===== src/rtl/edge_pix_out.sv =====
// edge_pix_out: buffers edge-magnitude samples in a small FIFO and streams
// them out as RGB565 pixels over a valid/ready handshake, tagging the first
// pixel of each frame (pix_sof) and the last pixel of each line (pix_eol).
// The edge stage cannot be stalled, so a sample arriving while the FIFO is
// full is dropped and the sticky overflow flag is raised.
// Optional feature: define EDGE_THRESH_EN to binarize pixels against thresh
// (white when magnitude >= thresh, black otherwise) instead of grayscale.
module edge_pix_out #(
    parameter int IMG_WIDTH  = 640,
    parameter int IMG_HEIGHT = 480,
    parameter int FIFO_DEPTH = 16
) (
    input  logic        clk,
    input  logic        rst_n,
    input  logic        edge_valid,
    input  logic [7:0]  edge_magnitude,
    input  logic [7:0]  thresh,
    input  logic        ov_clr,
    input  logic        pix_ready,
    output logic        pix_valid,
    output logic [15:0] pix_data,
    output logic        pix_sof,
    output logic        pix_eol,
    output logic        frame_done,
    output logic        overflow
);

    localparam int AW = $clog2(FIFO_DEPTH);
    localparam int CW = (IMG_WIDTH  > 1) ? $clog2(IMG_WIDTH)  : 1;
    localparam int RW = (IMG_HEIGHT > 1) ? $clog2(IMG_HEIGHT) : 1;

    localparam logic [AW:0]   FULL_CNT = (AW+1)'(FIFO_DEPTH);
    localparam logic [CW-1:0] COL_LAST = CW'(IMG_WIDTH - 1);
    localparam logic [RW-1:0] ROW_LAST = RW'(IMG_HEIGHT - 1);

    logic [7:0]    mem [FIFO_DEPTH];
    logic [AW-1:0] wr_ptr;
    logic [AW-1:0] rd_ptr;
    logic [AW:0]   count;
    logic [CW-1:0] col;
    logic [RW-1:0] row;

    logic fifo_full;
    logic fifo_empty;
    logic pop;
    logic push;
    logic handshake;
    logic drop;

    assign fifo_full  = (count == FULL_CNT);
    assign fifo_empty = (count == '0);
    // The output register reloads whenever it is empty or its pixel is taken.
    assign pop        = !fifo_empty && (!pix_valid || pix_ready);
    // A full FIFO still accepts a sample when a pop frees a slot this cycle.
    assign push       = edge_valid && (!fifo_full || pop);
    assign drop       = edge_valid && fifo_full && !pop;
    assign handshake  = pix_valid && pix_ready;

`ifdef EDGE_THRESH_EN
    // Binarized pixel: white at or above the threshold, black below it.
    function automatic logic [15:0] to_pixel(input logic [7:0] m);
        return (m >= thresh) ? 16'hFFFF : 16'h0000;
    endfunction
`else
    // Grayscale RGB565: replicate the magnitude's MSBs into each channel.
    function automatic logic [15:0] to_pixel(input logic [7:0] m);
        return {m[7:3], m[7:2], m[7:3]};
    endfunction

    // thresh only matters when binarization is built in.
    logic unused_thresh;
    assign unused_thresh = ^thresh;
`endif

    // FIFO storage write port.
    // NOTE: the storage array has no reset; emptiness is tracked by count and
    // the pointers, so clearing the data itself would only cost flops.
    always_ff @(posedge clk) begin
        if (push) begin
            mem[wr_ptr] <= edge_magnitude;
        end
    end

    // FIFO pointers and occupancy.
    // NOTE: sequential state uses non-blocking assignments so every register
    // samples pre-edge values regardless of statement order.
    always_ff @(posedge clk or negedge rst_n) begin
        if (!rst_n) begin
            wr_ptr <= '0;
            rd_ptr <= '0;
            count  <= '0;
        end else begin
            if (push) wr_ptr <= wr_ptr + AW'(1);
            if (pop)  rd_ptr <= rd_ptr + AW'(1);
            if (push && !pop)      count <= count + (AW+1)'(1);
            else if (!push && pop) count <= count - (AW+1)'(1);
        end
    end

    // Output register: load on pop, empty after a handshake with nothing queued.
    always_ff @(posedge clk or negedge rst_n) begin
        if (!rst_n) begin
            pix_valid <= 1'b0;
            pix_data  <= '0;
        end else if (pop) begin
            pix_valid <= 1'b1;
            pix_data  <= to_pixel(mem[rd_ptr]);
        end else if (handshake) begin
            pix_valid <= 1'b0;
        end
    end

    // Raster position of the pixel in the output register; moves on handshake.
    always_ff @(posedge clk or negedge rst_n) begin
        if (!rst_n) begin
            col <= '0;
            row <= '0;
        end else if (handshake) begin
            if (col == COL_LAST) begin
                col <= '0;
                row <= (row == ROW_LAST) ? '0 : row + RW'(1);
            end else begin
                col <= col + CW'(1);
            end
        end
    end

    // One-cycle pulse once the last pixel of the frame has been accepted.
    always_ff @(posedge clk or negedge rst_n) begin
        if (!rst_n) begin
            frame_done <= 1'b0;
        end else begin
            frame_done <= handshake && (col == COL_LAST) && (row == ROW_LAST);
        end
    end

    // Sticky overflow flag; a new drop takes priority over a clear.
    always_ff @(posedge clk or negedge rst_n) begin
        if (!rst_n) begin
            overflow <= 1'b0;
        end else if (drop) begin
            overflow <= 1'b1;
        end else if (ov_clr) begin
            overflow <= 1'b0;
        end
    end

    assign pix_sof = pix_valid && (col == '0) && (row == '0);
    assign pix_eol = pix_valid && (col == COL_LAST);

endmodule


===== config.mk =====
export PLATFORM = sky130hd
export DESIGN_NAME = edge_pix_out
export DESIGN_NICKNAME = d
export VERILOG_FILES = /design/src/rtl/edge_pix_out.sv
export SDC_FILE = /design/constraint.sdc
export NUM_CORES = 1
export LEC_CHECK = 0
export ABC_AREA = 1
export CAP_MARGIN = 20
export CORE_MARGIN = 4
export CORE_UTILIZATION = 37
export DETAILED_ROUTE_END_ITERATION = 8
export PLACE_DENSITY_LB_ADDON = 0.05
export SYNTH_ARGS = -nofsm -noshare
export SYNTH_HDL_FRONTEND = slang
export SYNTH_SLANG_ARGS = --single-unit

===== constraint.sdc =====
create_clock -name clk -period 3.2 [get_ports clk]
set_clock_uncertainty 0.2 [all_clocks]
set_input_delay 0.64 -clock clk [delete_from_list [all_inputs] [get_ports clk]]
set_output_delay 0.64 -clock clk [all_outputs]
set_load 0.005 [all_outputs]

==> impl_metrics.ini <==
[outcome]
outcome = complete, no violations

[die]
core_area_um2 = 17300
die_width_um = 141
die_y_um = 141
initial_core_util_pct = 37.7
ios = 42
rows = 48
die_area_um2 = 19800

[worst_setup_path]
critPathBufInv = 2
crit_path_end_kind = output pin
critPathTopFamily = buffers and inverters
cp_cell_sequence = inv_1 > ha_1 > nand4_1 > nor4_1 > clkdlybuf4s50_1
crit_type = reg2out
cpPeakStageDelay_ns = 0.56
cp_slowest_cell = clkdlybuf4s50_1
critPathMaxFanout = 4
start_kind = register
cp.arrival_ns = 2.09
required_ns = 2.36

[place]
pre_cts_ws_ns = 0.0629
placedCellCount = 928
place.gp.congestion = 0.848
hpwl_um = 10000
io_buffers = 31

[clock_tree]
htreeDepth = 4
cts_tree = yes
clkLatencyLatePin_ns = 0.42
cts_buffer_depth = 2
clk_pin_slew_ns = 0.06
clock_sinks = 137
cts-root-buf = clkbuf_16
cts_made_buffers = 17

[synthesis]
ys_seq_elements = 137
synth_nets = 729
synthCells = 694
seq_area_frac_synth_pct = 60.0
yosysWarnings = 0
syn-cell-area_um2 = 6510
synth.avg_cell_area_um2 = 9.39
yosysUniqueCellTypes = 29

[timing]
drv_slew = 0
finalSetupViolations = 0
setup_slack_ns = 0.269
min_period_ns = 2.93
relSlewSlack_pct = 44.4
timing.hold.ws_ns = 0.300
tns_ns = 0
fin_crit_sh_pct = 91.6
worstMarginPinSlew_ns = 0.832
rsz0062_at_grt = false
hold_viol_final = 0
timing.fmax_ghz = 0.341

[layout]
synthToLayoutAreaGrowth_pct = 16.3
final-instance-count-excl-fill = 962
final_common_cell = nand2_1
final_nets = 759
drive_gt1_share_pct = 7.87
diodes = 0
final_cell_mix = nand2_1 (197), inv_1 (110), nand3_1 (98), edfxtp_1 (96), dfrtp_1 (41)

[global_route]
grt_antenna_before_repair = 0
grt_pass1_vias = 4282
overflow = 0
grtUsageTotal_pct = 15.7
grt_max_degree = 51
grt_pass1_wl_um = 23800

[worst_hold_path]
hp-class = reg2reg

[routing]
drc = 0
drtIter0Drc = 312
postRouteAntennaNets = 0
avgRoutedWirePerCell_um = 15.4
routed_via_density = 4.69
drtPass1Iterations = 5
vias = 4511
wl_um = 14900

[pwr]
p_leak_nw = 3.33
total_power_mw = 6.41
powerDensity_nw_per_um2 = 847
peakVddDrop_uv = 609

[flow_run]
cap_violations = 0
==> per-stage QoR <==
step	area [um^2]	util [%]
final	7570	43.8
after global routing	7570	43.8
after CTS	7540	43.6
after detailed placement	6970	40.3
after floorplan	6510	-
after global placement	6970	40.3
==> repair_timing <==
item / 4_1_cts / 5_1_grt
setup buffers: 0 / 0
endpoints found under the hold margin: 0 / 14
setup endpoints to repair: 0 / 0
gates resized for setup: 0 / 0
hold buffers: 0 / 1
==> layout make-up <==
type	count	area (um^2)
Fill cell	1678	9720
Sequential cell	137	3910
Multi-Input combinational cell	410	1980
Inverter	117	439
Clock buffer	17	425
Timing Repair Buffer	41	395
Tap cell	225	282
Clock inverter	15	146
==> worst paths after layout <==
kind	from	endpoint	slack, ns	cells after the start
max	row[0]$_DFFE_PN0P_	pix_sof	0.27	5
min	count[0]$_DFFE_PN0P_	count[0]$_DFFE_PN0P_	0.30	1
max reg2reg	pix_valid$_DFFE_PN0P_	count[4]$_DFFE_PN0P_	0.69	13
min reg2reg	count[0]$_DFFE_PN0P_	count[0]$_DFFE_PN0P_	0.30	1
max in group asynchronous	rst_n	col[7]$_DFFE_PN0P_	1.84	3
min in group asynchronous	rst_n	rd_ptr[3]$_DFFE_PN0N_	0.48	2
==> sequential cells by signal, indices dropped and copies added (netlist names) <==
| register | cells |
|---|---|
| rd_ptr | 4 |
| pix_data | 6 |
| mem | 96 |
| frame_done | 1 |
| pix_valid | 1 |
| count | 5 |
| overflow | 1 |
| row | 9 |
| wr_ptr | 4 |
| col | 10 |
==> power by group <==
| part | internal [mW] | leakage, nW | switching, mW |
|---|---|---|---|
| Combinational | 0.755 | 1.70 | 1.37 |
| Sequential | 2.20 | 1.36 | 0.221 |
| Clock | 1.08 | 0.280 | 0.786 |
| Total | 4.04 | 3.33 | 2.37 |
==> cells by family (layout without fill, tap and decap cells) <==
| logic type | Yosys count | after routing | share of synthesized area [%] |
|---|---|---|---|
| AOI/OAI and AO/OA | 24 | 24 | 1.94 |
| xor gates and xnor gates | 14 | 14 | 1.88 |
| adders and majority gates | 14 | 14 | 2.80 |
| buffers and inverters | 147 | 190 | 9.64 |
| DFF | 137 | 137 | 60.0 |
| and+or+nand+nor | 358 | 358 | 23.7 |
==> routing by layer <==
metal | vias up | track usage (%) | part of all wire (%)
met2 | 120 | 23.0 | 43
met3 | 16 | 3.26 | 5.4
met4 | 0 | 5.20 | 1.5
li1 | 2278 | - | -
met1 | 2097 | 23.2 | 50
met5 | - | 0 | 0
==> worst reg2reg max path, cell delays in order, from the launching register on <==
cell and delay (ns):
dfrtp_1 0.45, inv_2 0.05, or2_1 0.27, nor3_2 0.20, nor2_1 0.08, ha_1 0.25, inv_1 0.13, ha_1 0.25
nand2_1 0.09, nand2_1 0.06, a21oi_1 0.14, xor2_1 0.16, nand2_1 0.06, nand2_1 0.05
==> synth_stat cells <==
cell	count	area [um^2]
a21oi_1	4	20.0
a31oi_1	1	6.26
and2_1	1	6.26
buf_2	13	65.1
buf_4	14	105
buf_6	1	11.3
clkbuf_1	2	7.51
clkinv_1	1	3.75
dfrtp_1	41	1030
edfxtp_1	96	2880
fa_1	1	20.0
ha_1	13	163
inv_1	110	413
inv_2	6	22.5
nand2_1	197	739
nand2_2	5	31.3
nand3_1	98	490
nand4_1	9	56.3
nor2_1	38	143
nor2_4	1	11.3
nor3_1	3	15.0
nor3_2	4	40.0
nor4_1	1	6.26
o21ai_0	5	25.0
o21ai_1	12	60.1
o21bai_1	2	15.0
or2_1	1	6.26
xnor2_1	2	17.5
xor2_1	12	105
Power figures use the tool's default switching activity.
